File: config.mk
export PLATFORM = sky130hd
export DESIGN_NAME = bus_arbiter_flat
export DESIGN_NICKNAME = d
export VERILOG_FILES = /design/src/rtl/bus_arbiter_pkg.sv /design/src/rtl/bus_arbiter_if.sv /design/src/rtl/bus_arbiter_rr_picker.sv /design/src/rtl/bus_arbiter.sv /design/src/flat_wrapper.sv
export SDC_FILE = /design/constraint.sdc
export NUM_CORES = 1
export LEC_CHECK = 0
export CAP_MARGIN = 15
export CORE_UTILIZATION = 41
export CTS_CLUSTER_DIAMETER = 100
export CTS_CLUSTER_SIZE = 8
export DETAILED_ROUTE_END_ITERATION = 8
export MAX_ROUTING_LAYER = met4
export PLACE_DENSITY = 0.9
export SETUP_SLACK_MARGIN = 0.05
export SYNTH_ARGS = -nofsm -noshare
export SYNTH_HDL_FRONTEND = slang
export SYNTH_HIERARCHICAL = 1
export SYNTH_SLANG_ARGS = --single-unit
File: constraint.sdc
create_clock -name clock -period 3.45 [get_ports clock]
set_input_delay 0.69 -clock clock [delete_from_list [all_inputs] [get_ports clock]]
set_output_delay 0.69 -clock clock [all_outputs]
set_load 0.03 [all_outputs]
File: src/rtl/bus_arbiter_pkg.sv
// Shared definitions for the two-master bus arbiter: FSM encoding, default
// page constants and the page-decode helper.
package bus_arbiter_pkg;

   typedef enum logic [1:0] {
      IDLE = 2'd0,
      BUSY = 2'd1,
      DONE = 2'd2
   } state_t;

   localparam logic [7:0] DEF_RAM_PAGE = 8'hFF;
   localparam logic [7:0] DEF_IO_PAGE  = 8'hF2;

   // A page is mapped when it hits either the BlockRAM or the LEDPanel page.
   function automatic logic is_mapped(input logic [15:0] addr,
                                      input logic [7:0]  ram_page,
                                      input logic [7:0]  io_page);
      return (addr[15:8] == ram_page) || (addr[15:8] == io_page);
   endfunction

endpackage

File: src/rtl/bus_arbiter_if.sv
// Request/ack handshake of both masters plus the shared target bus.
// The slave modport is the arbiter's view; master is the view of everything around it.
interface bus_arbiter_if;
   logic        req0;
   logic        req1;
   logic        we0;
   logic        we1;
   logic [15:0] addr0;
   logic [15:0] addr1;
   logic [7:0]  wdata0;
   logic [7:0]  wdata1;
   logic        ack0;
   logic        ack1;
   logic        err0;
   logic        err1;
   logic [7:0]  rdata;
   logic [15:0] bus_addr;
   logic        bus_we;
   logic [7:0]  bus_wdata;
   logic [7:0]  bus_rdata;

   modport slave (
      input  req0, req1, we0, we1, addr0, addr1, wdata0, wdata1, bus_rdata,
      output ack0, ack1, err0, err1, rdata, bus_addr, bus_we, bus_wdata
   );

   modport master (
      output req0, req1, we0, we1, addr0, addr1, wdata0, wdata1, bus_rdata,
      input  ack0, ack1, err0, err1, rdata, bus_addr, bus_we, bus_wdata
   );
endinterface

File: src/rtl/bus_arbiter_rr_picker.sv
// Combinational two-way round-robin choice: on a tie the master that was
// not served last wins.
module rr_picker (
   input  logic req0,
   input  logic req1,
   input  logic last_owner,
   output logic valid,
   output logic winner
);

   assign valid  = req0 | req1;
   assign winner = (req0 && req1) ? ~last_owner : req1;

endmodule

File: src/rtl/bus_arbiter.sv
// Round-robin arbiter sharing the BlockRAM/LEDPanel bus between CPU6 and a
// second master; every bus-side and handshake output comes from a flop.
module bus_arbiter
   import bus_arbiter_pkg::*;
#(
   parameter logic [7:0] RAM_PAGE = DEF_RAM_PAGE,
   parameter logic [7:0] IO_PAGE  = DEF_IO_PAGE
) (
   input  logic          clock,
   input  logic          reset,
   bus_arbiter_if.slave  bus
);

   state_t      state_q, state_d;
   logic        owner_q, owner_d;
   logic        last_q, last_d;
   logic [15:0] addr_q, addr_d;
   logic [7:0]  wdata_q, wdata_d;
   logic        we_q, we_d;
   logic [7:0]  rdata_q, rdata_d;
   logic        ack0_q, ack0_d, ack1_q, ack1_d;
   logic        err0_q, err0_d, err1_q, err1_d;

   logic        pick_valid;
   logic        pick_winner;
   logic [15:0] sel_addr;
   logic [7:0]  sel_wdata;
   logic        sel_we;
   logic        mapped;

   rr_picker u_picker (
      .req0       (bus.req0),
      .req1       (bus.req1),
      .last_owner (last_q),
      .valid      (pick_valid),
      .winner     (pick_winner)
   );

   assign sel_addr  = pick_winner ? bus.addr1  : bus.addr0;
   assign sel_wdata = pick_winner ? bus.wdata1 : bus.wdata0;
   assign sel_we    = pick_winner ? bus.we1    : bus.we0;
   assign mapped    = is_mapped(addr_q, RAM_PAGE, IO_PAGE);

   always_comb begin
      state_d = state_q;
      owner_d = owner_q;
      last_d  = last_q;
      addr_d  = addr_q;
      wdata_d = wdata_q;
      rdata_d = rdata_q;
      we_d    = 1'b0;
      ack0_d  = 1'b0;
      ack1_d  = 1'b0;
      err0_d  = 1'b0;
      err1_d  = 1'b0;
      case (state_q)
         IDLE: begin
            if (pick_valid) begin
               owner_d = pick_winner;
               last_d  = pick_winner;
               addr_d  = sel_addr;
               wdata_d = sel_wdata;
               // Unmapped writes never reach the targets.
               we_d    = sel_we && is_mapped(sel_addr, RAM_PAGE, IO_PAGE);
               state_d = BUSY;
            end
         end
         BUSY: begin
            rdata_d = mapped ? bus.bus_rdata : 8'h00;
            ack0_d  = ~owner_q;
            ack1_d  = owner_q;
            err0_d  = ~owner_q & ~mapped;
            err1_d  = owner_q & ~mapped;
            state_d = DONE;
         end
         DONE: begin
            state_d = IDLE;
         end
         default: begin
            state_d = IDLE;
         end
      endcase
   end

   always_ff @(posedge clock or negedge reset) begin
      if (!reset) begin
         state_q <= IDLE;
         owner_q <= 1'b0;
         last_q  <= 1'b1;
         addr_q  <= 16'h0000;
         wdata_q <= 8'h00;
         we_q    <= 1'b0;
         rdata_q <= 8'h00;
         ack0_q  <= 1'b0;
         ack1_q  <= 1'b0;
         err0_q  <= 1'b0;
         err1_q  <= 1'b0;
      end else begin
         state_q <= state_d;
         owner_q <= owner_d;
         last_q  <= last_d;
         addr_q  <= addr_d;
         wdata_q <= wdata_d;
         we_q    <= we_d;
         rdata_q <= rdata_d;
         ack0_q  <= ack0_d;
         ack1_q  <= ack1_d;
         err0_q  <= err0_d;
         err1_q  <= err1_d;
      end
   end

   assign bus.bus_addr  = addr_q;
   assign bus.bus_wdata = wdata_q;
   assign bus.bus_we    = we_q;
   assign bus.rdata     = rdata_q;
   assign bus.ack0      = ack0_q;
   assign bus.ack1      = ack1_q;
   assign bus.err0      = err0_q;
   assign bus.err1      = err1_q;

endmodule
File: src/flat_wrapper.sv
// flat-port wrapper written by rule: the top's interface ports become plain ports
module bus_arbiter_flat import bus_arbiter_pkg::*;
#(
   parameter logic [7:0] RAM_PAGE = DEF_RAM_PAGE,
   parameter logic [7:0] IO_PAGE  = DEF_IO_PAGE
)
  (clock, reset, bus_req0, bus_req1, bus_we0, bus_we1, bus_addr0, bus_addr1, bus_wdata0, bus_wdata1, bus_bus_rdata, bus_ack0, bus_ack1, bus_err0, bus_err1, bus_rdata, bus_bus_addr, bus_bus_we, bus_bus_wdata);
  bus_arbiter_if bus_i ();
  input  logic clock;
  input  logic reset;
  input wire logic [$bits(bus_i.req0)-1:0] bus_req0;
  input wire logic [$bits(bus_i.req1)-1:0] bus_req1;
  input wire logic [$bits(bus_i.we0)-1:0] bus_we0;
  input wire logic [$bits(bus_i.we1)-1:0] bus_we1;
  input wire logic [$bits(bus_i.addr0)-1:0] bus_addr0;
  input wire logic [$bits(bus_i.addr1)-1:0] bus_addr1;
  input wire logic [$bits(bus_i.wdata0)-1:0] bus_wdata0;
  input wire logic [$bits(bus_i.wdata1)-1:0] bus_wdata1;
  input wire logic [$bits(bus_i.bus_rdata)-1:0] bus_bus_rdata;
  output wire logic [$bits(bus_i.ack0)-1:0] bus_ack0;
  output wire logic [$bits(bus_i.ack1)-1:0] bus_ack1;
  output wire logic [$bits(bus_i.err0)-1:0] bus_err0;
  output wire logic [$bits(bus_i.err1)-1:0] bus_err1;
  output wire logic [$bits(bus_i.rdata)-1:0] bus_rdata;
  output wire logic [$bits(bus_i.bus_addr)-1:0] bus_bus_addr;
  output wire logic [$bits(bus_i.bus_we)-1:0] bus_bus_we;
  output wire logic [$bits(bus_i.bus_wdata)-1:0] bus_bus_wdata;
  assign bus_i.req0 = bus_req0;
  assign bus_i.req1 = bus_req1;
  assign bus_i.we0 = bus_we0;
  assign bus_i.we1 = bus_we1;
  assign bus_i.addr0 = bus_addr0;
  assign bus_i.addr1 = bus_addr1;
  assign bus_i.wdata0 = bus_wdata0;
  assign bus_i.wdata1 = bus_wdata1;
  assign bus_i.bus_rdata = bus_bus_rdata;
  assign bus_ack0 = bus_i.ack0;
  assign bus_ack1 = bus_i.ack1;
  assign bus_err0 = bus_i.err0;
  assign bus_err1 = bus_i.err1;
  assign bus_rdata = bus_i.rdata;
  assign bus_bus_addr = bus_i.bus_addr;
  assign bus_bus_we = bus_i.bus_we;
  assign bus_bus_wdata = bus_i.bus_wdata;
  bus_arbiter #(.RAM_PAGE(RAM_PAGE), .IO_PAGE(IO_PAGE)) u_core (.clock(clock), .reset(reset), .bus(bus_i));
endmodule
Word level (Yosys, flattened, before mapping)
Cells that the tools add are included.
Cells by class
  eq/ne operators: 6
  mux-type cells: 13
  bitwise operators: 6
  reductions and logical operators: 6
Operator list (number)
  8-bit equality test (second input constant): 4
  16-bit 2-to-1 mux: 1
  8-bit 2-to-1 mux: 2
  1-bit 2-to-1 mux: 8
  2-bit case mux with 2 select lines: 1
  1-bit NOT: 3
  1-bit bitwise AND: 2
  2-bit by 1-bit equality test with 1-bit output (second input constant): 1
  1-bit logical AND: 2
  2-bit logical NOT: 1
  1-bit logical OR: 2
  2-bit 2-to-1 mux: 1
  2-bit by 1-bit != test with 1-bit output (second input constant): 1
  2-bit AND reduction: 1
  1-bit bitwise OR: 1
Word-level totals
  register bits: 41
  bits of input ports: 62
  output and inout bits: 37
  logic and storage cells: 42

Longest topological paths before layout
  word-level depth: 8
  gate-level depth with buffers: 5
  gate-level depth less buffers: 5

By module
The synthesis kept the hierarchy.
Modules (own cells, without submodules)
  bus_arbiter: times used 1, cells an instance 163, area an instance 1783.0 µm², seq. area each 1027.2 µm²
  rr_picker: times used 1, cells an instance 2, area an instance 13.8 µm², seq. area each 0.0 µm²

Worst setup path before layout
OpenSTA, ideal clock, no wires.
  path kind: input to register
  from: input bus_req1
  to: register u_core.addr_q[0], in the netlist u_core/bus.bus_addr[0]
  library setup time: 137 ps
  data arrival time: 1664 ps
  required time: 3313 ps
  slack: 1649 ps
  cell stages on the path: 5
  buffers on the path: 2
  cells stage by stage: a21boi_1 buf_2 buf_2 mux2i_1 a21oi_1
Between the ends
  longest elaborated chain between the ends: 3
  elaborated cells between the ends (all ways): 5
  classes of those cells: mux (2); bitwise (1); reduce/logical (2)
Ends and longest elaborated chain
  start: declaration: RTL line flat_wrapper.sv:12  | input wire logic [$bits(bus_i.req1)-1:0] bus_req1;
  1-bit logical AND: RTL line bus_arbiter_rr_picker.sv:12  | assign winner = (req0 && req1) ? ~last_owner : req1;
  1-bit 2-to-1 mux: RTL line bus_arbiter_rr_picker.sv:12
  16-bit 2-to-1 mux: RTL line bus_arbiter.sv:39  | assign sel_addr = pick_winner ? bus.addr1 : bus.addr0;
  end signal: assignment: RTL line bus_arbiter.sv:102  | addr_q <= addr_d;
  end: declaration: RTL line bus_arbiter.sv:17  | logic [15:0] addr_q, addr_d;
Parallel ways exist; a longest one is shown, timed or not.
A chain may end at the register's enable or synchronous reset.

Worst setup path after layout
  from: input bus_req1
  to: register u_core.addr_q[1], in the netlist u_core/bus.bus_addr[1]
Between the ends
  longest elaborated chain between the ends: 3
  elaborated cells between the ends (all ways): 5
  classes of those cells: mux (2); bitwise (1); reduce/logical (2)
Ends and longest elaborated chain
  1-bit logical AND: RTL line bus_arbiter_rr_picker.sv:12
  1-bit 2-to-1 mux *: RTL line bus_arbiter_rr_picker.sv:12
  via u_core.pick_winner: RTL line bus_arbiter.sv:25  | logic pick_winner;
  16-bit 2-to-1 mux *: RTL line bus_arbiter.sv:39
Mark *: on every way through the listed nets, which the timed path passes. The rest lies on a longest branch.

==> run metrics <==
register area share after synthesis=57.2%; via count=1566; Post-synth EDFFs=0; placed insts=305; share of flip-flops with an asynchronous set or reset=100%; CTS Buffer Depth=2; Layout Skew=2.64 ps; Post-DP Area=2820 um^2; Worst Hold Launch=u_core/owner_q$_DFFE_PN0P_; final wirelength=4500 um; Worst Reg-to-Reg Cells=4; switching portion of total power=40.8%; crit start category=input pin; clock slew at reported path FFs=80 ps; Data arrival, critical path=2360 ps; aggregate global-route resource usage=20.5%; synthesized area=1800 um^2; root buffer cell=clkbuf_8; hold endpoint=u_core/bus.ack0$_DFF_PN0_; Skew-Pair Late Insertion Delay=290 ps; Post-synth top cells=dfrtp_1, nor2_1, a21oi_1; 1st-pass router iterations=4; Clock Power Share=17.0%; port buffer count=98; vias in the first global route=1471; drc violations=0; fin crit share=64.1%; count leader, synth=dfrtp_1; Worst setup EP type=flop; DR WL/cell=14.4 um; Area contributors post-synth=dfrtp_1, mux2i_1, a21oi_1, nor2_1, a22o_2; hold path depth=1; final setup fails=0; DRT antenna net count=0; number of post-CTS setup repair buffers=0; slowest CP cell=clkdlybuf4s50_1; final hold vios=0; Final Max Slew Viols=0; adder-cell share of the synthesized area=0%; max cap viols=0; area delta synth->final=63.6%; part of the power in registers=33.5%; Layout fillers=313; status=finished, final reports clean; RSZ-0062 raised after global routing=false; reg2reg setup slack=1720 ps; first-pass GRT wire length=6600 um; CTS Buf Count=5; Tot Pwr=2.37 mW; die area=4650 um^2; core area=4120 um^2; Placer Congestion=0.760; Worst path max stage delay=490 ps; CP required=3600 ps; Seq cells post-synth=41; main combinational cell family by area after synthesis=compound AO/OA/AOI/OAI gates; P_leak=1.25 nW; crit path cell chain=clkdlybuf4s50_1 > a21boi_4 > buf_4 > mux2i_1 > a21oi_1; CTS tree=yes; Max H-tree Level=2; Synth Flop Type=dfrtp_1; Avg Cell Area, Syn=10.9 um^2; DPL Wire Length=3290 um; R2R Path Start=u_core/bus.bus_addr[8]$_DFFE_PN0P_; largest net degree at the start of global routing=54; critical path peak fanout=17; Nets=324; Peak VDD IR=0.419 mV; Synth warnings=6; worst hold slack=461 ps; Post-Synth XOR/XNOR Area=0%; share of cells above drive strength 1=9.13%; Compound-Gate Fraction of Synth Area=14.3%; minimum clock period after layout=2210 ps; worst hold path class=reg -> reg; FP Rows=23; grt ovf=0; post-CTS resize count=0; pwr/cell area=806 nW/um^2; Initial Utilization=43.7%; post-synth top area cell=dfrtp_1; share of the synthesized area in the top cell type=55.7%; Syn Nets=227; combinational power share=49.5%; class of the most critical setup path=in -> reg; die width=68.2 um; n_diodes=0; IO Pins=99; CTS sink cnt=41; Die Y=68.2 um; post-route design area=2940 um^2; Internal=1.40 mW; setup_tns=0 ps; fmax=452 MHz; Slew headroom=41.1%; initial antenna violation count=0; Worst Tran Pin Value=883 ps; 1st-iter DRT viols=121; reg2reg end=u_core/bus.rdata[4]$_DFFE_PN0N_; Yosys cell types=27; fin cells=313; Post-Synthesis Cells=165; mux cell area share after synthesis=12.3%; post-cts hold buffer count=0; sw power=0.966 mW; drt via density=5.00; post-synthesis simple-gate area fraction=12.9%
## critical path: cells and delay by family
| kind | cells | cell delay (ps) |
|---|---|---|
| AOI/OAI and AO/OA | 2 | 540 |
| buffers and inverters | 2 | 880 |
| muxes | 1 | 230 |
## cell type report
class                   instances  area [um^2]  share of cell area (%)
clock inverters                 2         37.5                    1.28
clock buffers                   6         82.6                    2.81
well taps                      50         62.6                    2.13
flip-flops and latches         41         1030                    35.0
inverters                       3         11.3                   0.383
multi-input cells             111          727                    24.7
repair buffers                100          991                    33.7
## how the worst max path moves through the flow
| stage | from | endpoint | slack (ps) | cells after the start |
|---|---|---|---|---|
| 5_1_grt | bus_req1 | u_core/bus.bus_wdata[1]$_DFFE_PN0P_ | 1160 | 5 |
| 6_report | bus_req1 | u_core/bus.bus_addr[1]$_DFFE_PN0P_ | 1240 | 5 |
| 3_5_place_dp | bus_req1 | u_core/bus.bus_addr[1]$_DFFE_PN0P_ | 950 | 5 |
| 4_1_cts | bus_req1 | u_core/bus.bus_addr[1]$_DFFE_PN0P_ | 1260 | 5 |
| 2_1_floorplan | bus_req1 | u_core/bus.bus_addr[0]$_DFFE_PN0P_ | 1650 | 5 |
| 3_3_place_gp | bus_req1 | u_core/bus.bus_addr[15]$_DFFE_PN0P_ | 1010 | 5 |
## placed cells by master, fill, tap and decap left out, drive strengths merged
master         count
a211oi             1
a21boi             1
a21oi             24
a22o               8
a31oi              2
a32o               1
and2               1
and3               1
and4               1
buf                3
bufinv             1
clkbuf             6
clkdlybuf4s50     97
clkinvlp           1
dfrtp             40
dfstp              1
inv                3
mux2i             22
nand2              3
nand2b             2
nand3              5
nor2              26
nor2b              1
nor3               4
nor3b              1
o21ai              3
or2                2
or3                2
## metrics by stage
stage / utilization [%] / worst slack [ps]
6_report: 71.4 / 1240
5_1_grt: 71.4 / 1160
4_1_cts: 71.4 / 1260
3_5_place_dp: 68.5 / 948
3_3_place_gp: 68.5 / 1010
2_1_floorplan: - / 1650
## power by group through the flow
stage / clock network [mW] / registers, mW / logic [mW]
final: 0.402 / 0.794 / 1.17
after global routing: 0.434 / 0.819 / 1.25
after CTS: 0.415 / 0.796 / 1.18
after detailed placement: 0 / 0.804 / 1.18
after global placement: 0 / 0.797 / 1.15
after floorplan: 0 / 1.12 / 0.347
## sequential cells by signal, summed over array words and instances (netlist names)
| register | count |
|---|---|
| u_core/bus.ack0 | 1 |
| u_core/bus.ack1 | 1 |
| u_core/bus.bus_addr | 16 |
| u_core/bus.bus_wdata | 8 |
| u_core/bus.bus_we | 1 |
| u_core/bus.err0 | 1 |
| u_core/bus.err1 | 1 |
| u_core/bus.rdata | 8 |
| u_core/last_q | 1 |
| u_core/owner_q | 1 |
| u_core/state_q | 2 |
## metal layers
layer / up-vias / global-route usage [%] / wire [um]
met5: - / - / 0
met4: 0 / 7.55 / 34
met3: 4 / 5.50 / 321
met2: 58 / 33.9 / 2290
met1: 726 / 23.6 / 1850
li1: 778 / - / -
## logic make-up after synthesis
logic type,after synthesis
simple gates,49
buf+inv,13
mux,22
compound gates,40
flops,41
Power figures use the tool's default switching activity.
